===== config.mk =====
export PLATFORM = sky130hd
export DESIGN_NAME = interboard_tx
export DESIGN_NICKNAME = d
export VERILOG_FILES = /design/src/rtl/interboard_tx.sv
export SDC_FILE = /design/constraint.sdc
export NUM_CORES = 1
export LEC_CHECK = 0
export ABC_AREA = 1
export BUFFER_PORTS_ARGS = -buffer_cell sky130_fd_sc_hd__buf_2
export CAP_MARGIN = 10
export CORE_ASPECT_RATIO = 1.2
export CORE_MARGIN = 1
export CORE_UTILIZATION = 45
export CTS_CLUSTER_DIAMETER = 150
export DETAILED_ROUTE_END_ITERATION = 12
export PLACE_DENSITY_LB_ADDON = 0.1
export RECOVER_POWER = 25
export REMOVE_ABC_BUFFERS = 1
export SYNTH_ARGS = -nofsm -noshare
export SYNTH_HDL_FRONTEND = slang
export SYNTH_SLANG_ARGS = --single-unit

===== constraint.sdc =====
create_clock -name clk -period 4.2 [get_ports clk]
set_clock_uncertainty 0.05 [all_clocks]
set_input_delay 0 -clock clk [delete_from_list [all_inputs] [get_ports clk]]
set_output_delay 0 -clock clk [all_outputs]
set_load 0.03 [all_outputs]

===== src/rtl/interboard_tx.sv =====
// interboard_tx
// Sends a 24-bit message to the peer board as four 6-bit words using a
// four-phase Request/Ack handshake. Ack is resynchronised to clk, and every
// wait for an Ack edge is bounded by a timeout that aborts the frame.
module interboard_tx #(
  parameter int SETUP_CYCLES   = 2,
  parameter int TIMEOUT_CYCLES = 1000000
) (
  input  logic       clk,
  input  logic       rst,
  input  logic       transmit,
  input  logic       ctrl_en,
  input  logic       ctrl_move_dir,
  input  logic [3:0] ctrl_msg_type,
  input  logic [4:0] ctrl_block_x,
  input  logic [2:0] ctrl_block_y,
  input  logic [5:0] ctrl_card,
  input  logic [2:0] ctrl_sel_len,
  input  logic       ack_in,
  output logic       req_out,
  output logic [5:0] data_out,
  output logic       drive_en,
  output logic       busy,
  output logic       done,
  output logic       err
);

  // The counter serves both the setup delay (at most 15) and the ack timeout.
  // $clog2(N) bits always hold N-1.
  localparam int CNT_W = (TIMEOUT_CYCLES > 16) ? $clog2(TIMEOUT_CYCLES) : 4;
  localparam logic [CNT_W-1:0] SETUP_LAST   = CNT_W'(SETUP_CYCLES - 1);
  localparam logic [CNT_W-1:0] TIMEOUT_LAST = CNT_W'(TIMEOUT_CYCLES - 1);

  typedef enum logic [1:0] {
    S_IDLE,
    S_SETUP,
    S_WAIT_ACK_HI,
    S_WAIT_ACK_LO
  } state_t;

  state_t           r_state, w_state;
  logic [1:0]       r_wi, w_wi;
  logic [CNT_W-1:0] r_cnt, w_cnt;
  logic [23:0]      r_frame, w_frame;
  logic [5:0]       r_data, w_data;
  logic             r_req, w_req;
  logic             r_busy, w_busy;
  logic             r_done, w_done;
  logic             r_err, w_err;
  logic             r_ackMeta, r_ackSync;
  logic [23:0]      w_capture;
  logic [1:0]       w_nextWi;

  assign w_capture = {1'b0, ctrl_en, ctrl_move_dir, ctrl_msg_type,
                      ctrl_block_x, ctrl_block_y, ctrl_card, ctrl_sel_len};
  assign w_nextWi  = r_wi + 2'd1;

  // Word k occupies bits 23-6k down to 18-6k; word 0 is the most significant.
  function automatic logic [5:0] wordSel(input logic [23:0] frame,
                                         input logic [1:0]  idx);
    logic [5:0] word;
    case (idx)
      2'd0:    word = frame[23:18];
      2'd1:    word = frame[17:12];
      2'd2:    word = frame[11:6];
      default: word = frame[5:0];
    endcase
    return word;
  endfunction

  // Two-flop synchronizer bringing the peer's Ack into the clk domain.
  always_ff @(posedge clk or negedge rst) begin
    if (!rst) begin
      r_ackMeta <= 1'b0;
      r_ackSync <= 1'b0;
    end else begin
      r_ackMeta <= ack_in;
      r_ackSync <= r_ackMeta;
    end
  end

  // State register plus every registered output, so the pins never glitch.
  always_ff @(posedge clk or negedge rst) begin
    if (!rst) begin
      r_state <= S_IDLE;
      r_wi    <= 2'd0;
      r_cnt   <= '0;
      r_frame <= 24'd0;
      r_data  <= 6'd0;
      r_req   <= 1'b0;
      r_busy  <= 1'b0;
      r_done  <= 1'b0;
      r_err   <= 1'b0;
    end else begin
      r_state <= w_state;
      r_wi    <= w_wi;
      r_cnt   <= w_cnt;
      r_frame <= w_frame;
      r_data  <= w_data;
      r_req   <= w_req;
      r_busy  <= w_busy;
      r_done  <= w_done;
      r_err   <= w_err;
    end
  end

  // Next-state logic. The counter restarts on every state change. A timeout
  // in either wait state drops Request and the data pins and flags err.
  // Data only changes on capture or on SETUP entry, so it is stable while
  // Request is high and while waiting for Ack to fall.
  always_comb begin
    w_state = r_state;
    w_wi    = r_wi;
    w_cnt   = r_cnt;
    w_frame = r_frame;
    w_data  = r_data;
    w_req   = r_req;
    w_busy  = r_busy;
    w_done  = 1'b0;
    w_err   = 1'b0;
    case (r_state)
      S_IDLE: begin
        if (transmit && !r_done && !r_err) begin
          w_frame = w_capture;
          w_wi    = 2'd0;
          w_data  = wordSel(w_capture, 2'd0);
          w_busy  = 1'b1;
          w_cnt   = '0;
          w_state = S_SETUP;
        end
      end
      S_SETUP: begin
        if (r_cnt == SETUP_LAST) begin
          w_req   = 1'b1;
          w_cnt   = '0;
          w_state = S_WAIT_ACK_HI;
        end else begin
          w_cnt = r_cnt + CNT_W'(1);
        end
      end
      S_WAIT_ACK_HI: begin
        if (r_ackSync) begin
          w_req   = 1'b0;
          w_cnt   = '0;
          w_state = S_WAIT_ACK_LO;
        end else if (r_cnt == TIMEOUT_LAST) begin
          w_req   = 1'b0;
          w_data  = 6'd0;
          w_busy  = 1'b0;
          w_err   = 1'b1;
          w_wi    = 2'd0;
          w_cnt   = '0;
          w_state = S_IDLE;
        end else begin
          w_cnt = r_cnt + CNT_W'(1);
        end
      end
      S_WAIT_ACK_LO: begin
        if (!r_ackSync) begin
          w_cnt = '0;
          if (r_wi != 2'd3) begin
            w_wi    = w_nextWi;
            w_data  = wordSel(r_frame, w_nextWi);
            w_state = S_SETUP;
          end else begin
            w_wi    = 2'd0;
            w_data  = 6'd0;
            w_busy  = 1'b0;
            w_done  = 1'b1;
            w_state = S_IDLE;
          end
        end else if (r_cnt == TIMEOUT_LAST) begin
          w_req   = 1'b0;
          w_data  = 6'd0;
          w_busy  = 1'b0;
          w_err   = 1'b1;
          w_wi    = 2'd0;
          w_cnt   = '0;
          w_state = S_IDLE;
        end else begin
          w_cnt = r_cnt + CNT_W'(1);
        end
      end
      default: begin
        w_state = S_IDLE;
      end
    endcase
  end

  assign req_out  = r_req;
  assign data_out = r_data;
  assign busy     = r_busy;
  assign drive_en = r_busy;
  assign done     = r_done;
  assign err      = r_err;

endmodule

==> flow_metrics.py <==
metrics = {
    "outcome": {
        "status": "complete, no violations",
    },
    "critical_path": {
        "endpoint_kind": "flip-flop",
        "arrival_ns": 2.26,
        "cp_max_fo": 15,
        "worstPathRequired_ns": 4.37,
        "critPathKind": "flip-flop to flip-flop",
        "startpoint_type": "flip-flop",
    },
    "sta": {
        "fmax_ghz": 0.479,
        "tightest_slew_ns": 0.745,
        "min_period_ns": 2.09,
        "finalHoldViolCount": 0,
        "max_slew_margin_pct": 50.3,
        "rsz0062_at_grt": "false",
        "final-setup-viol-count": 0,
        "min_period_over_period_pct": 49.7,
        "setup_tns_ns": 0,
        "slew_viol_final": 0,
    },
    "die": {
        "die_x_um": 79.3,
        "core_area_mm2": 0.00690,
        "row_count": 33,
        "dieArea_mm2": 0.00751,
        "die_y_um": 94.7,
        "ios": 38,
        "initial_core_util_pct": 46.8,
    },
    "power_and_ir_drop": {
        "switchingPower_mw": 0.892,
        "clkPwrFrac_pct": 25.6,
        "power_frac_seq_pct": 38.9,
        "power_mw": 2.22,
        "p_int_mw": 1.33,
        "p_leak_nw": 2.03,
        "switching_share_pct": 40.2,
        "pwr-share-comb_pct": 35.5,
        "power.density_mw_per_mm2": 566,
        "peakVddDrop_mv": 0.294,
    },
    "route": {
        "drt_iter0_markers": 176,
        "wl_per_cell_um": 12.3,
        "dr.pass1.iters": 4,
        "vias": 2853,
        "ant_nets": 0,
        "drcViolationCount": 0,
        "vias_per_cell": 4.83,
        "wirelength_mm": 7.24,
    },
    "yosys": {
        "netlist_area_mm2": 0.00322,
        "synth_edf_count": 0,
        "ys_types": 28,
        "synthFlopType": "dfrtp_1",
        "seq_area_frac_synth_pct": 45.8,
        "yosys_warnings": 0,
        "ys_top_cells_by_area": "dfrtp_1 46%, nand2_1 21%, inv_1 5.1%",
        "yosysTopAreaCellShare_pct": 45.8,
        "synthTopCellsByCount": "180 x nand2_1, 59 x dfrtp_1, 44 x inv_1",
        "synth_cells": 435,
        "ys_seq_elements": 59,
        "synth_largest_area_cell": "dfrtp_1",
        "avgSynthCellArea_um2": 7.41,
        "synth-async-reset-ratio_pct": 100,
        "synth_most_common_cell": "nand2_1",
    },
    "grt": {
        "grt_pass1_vias": 2657,
        "grt_remaining_overflow": 0,
        "grt_use_total_pct": 21.7,
        "antenna_found_initial": 0,
        "grt_max_degree": 60,
        "grt_pass1_wl_mm": 12.2,
    },
    "clock_tree": {
        "ctsResizeCount": 0,
        "cts_num_sinks": 59,
        "clock-root-buffer": "clkbuf_8",
        "clkLatencyLatePin_ns": 0.34,
        "htree_num_levels": 3,
        "clockBufferDepth": 2,
        "cts_buffers": 9,
        "tritoncts": "yes",
        "path_clk_slew_ns": 0.07,
    },
    "final_layout": {
        "finalNetCount": 534,
        "fin_area_mm2": 0.00392,
        "drive_gt1_share_pct": 12.9,
        "synthToLayoutAreaGrowth_pct": 21.7,
        "antennaDiodeCount": 0,
    },
    "placed_design": {
        "routabilityCongestion": 0.796,
        "post-dp-hpwl_mm": 5.01,
        "io_buffers": 37,
        "place_area_mm2": 0.00347,
    },
    "job": {
        "cap_violations": 0,
    },
    "min_path": {
        "hp-class": "input port to flip-flop",
    },
}
## timing repair
| item | in CTS | in global routing |
|---|---|---|
| hold endpoints to repair | 88 | 0 |
| hold buffers | 25 | 0 |
| buffers inserted | 0 | 0 |
## worst max-delay path, cell delays in order, from the launching register on
cell	delay, ns
dfrtp_1	0.57
inv_2	0.12
nand2_2	0.10
inv_1	0.08
nand2_2	0.31
inv_2	0.19
nor2_4	0.25
nand2_2	0.18
nand2_1	0.09
nand2_1	0.05
## cells in the final DEF, fill, tap and decap left out, drive strengths merged
cell type / instances
o21ai: 28
nand3: 25
nor3: 3
dfrtp: 59
a21oi: 7
nand4: 3
nand3b: 1
clkinv: 2
buf: 29
o211ai: 5
a22o: 1
inv: 49
xor2: 10
ha: 7
bufinv: 2
clkbuf: 20
dlygate4sd3: 25
clkinvlp: 1
nor2: 39
nor3b: 1
nand2: 187
## final cells by class
cell class / count / area (um2)
clock buffer: 10 / 138
clock inverter: 5 / 77.6
fill: 657 / 2970
inverter: 49 / 184
multi-input combinational: 317 / 1500
sequential: 59 / 1480
tap: 87 / 109
timing repair buffer: 64 / 438
## worst paths after layout
kind,from,endpoint,slack (ns),depth (start not counted)
hold / removal,transmit,r_frame[16],0.25,8
setup / recovery,r_state[1],data_out[2],2.11,9
setup reg to reg,r_state[1],data_out[2],2.11,9
max in group asynchronous,rst,r_frame[8],3.31,3
hold reg to reg,r_ackMeta,r_ackSync,0.30,0
min in group asynchronous,rst,r_cnt[10],0.30,3
## per-layer routing
layer / track usage (%) / up-vias / wire length [um]
li1: - / 1479 / -
met1: 25.4 / 1318 / 3230
met2: 37.8 / 48 / 3710
met3: 5.70 / 8 / 218
met4: 8.03 / 0 / 87
met5: 0 / - / 0
## power groups by stage
stage | clock network (mW) | logic, mW | registers, mW
floorplan | 0 | 0.486 | 0.921
global placement | 0 | 0.769 | 0.869
detailed placement | 0 | 0.789 | 0.867
CTS | 0.583 | 0.809 | 0.861
global route | 0.615 | 0.897 | 0.881
finish | 0.568 | 0.788 | 0.863
## flip-flops by register name, summed over array words and instances (netlist names)
name       flops
r_state        2
r_ackSync      1
busy           1
err            1
done           1
r_wi           2
r_cnt         20
data_out       6
r_ackMeta      1
r_frame       23
req_out        1
## cell families (layout without fill, tap and decap cells)
kind of cell	after synthesis	count (layout)	synth area share, %
flip-flops	59	59	45.8
adder cells (fa/ha/maj)	7	7	2.72
AO/OA/AOI/OAI	41	41	6.98
XOR/XNOR	10	10	2.72
AND/OR/NAND/NOR	259	259	34.1
buffers and inverters	59	128	7.64
## metrics by stage
step | instances | utilization, % | setup slack, ns | hold slack (ns)
after floorplan | 425 | - | 2.16 | -0.346
after global placement | 551 | 50.3 | 2.16 | 0.0576
after detailed placement | 551 | 50.3 | 2.10 | 0.0594
after CTS | 591 | 57.1 | 2.10 | 0.242
after global routing | 591 | 56.9 | 1.96 | 0.247
final | 591 | 56.9 | 2.11 | 0.251
Note: power is estimated with default switching activity, not from simulation.
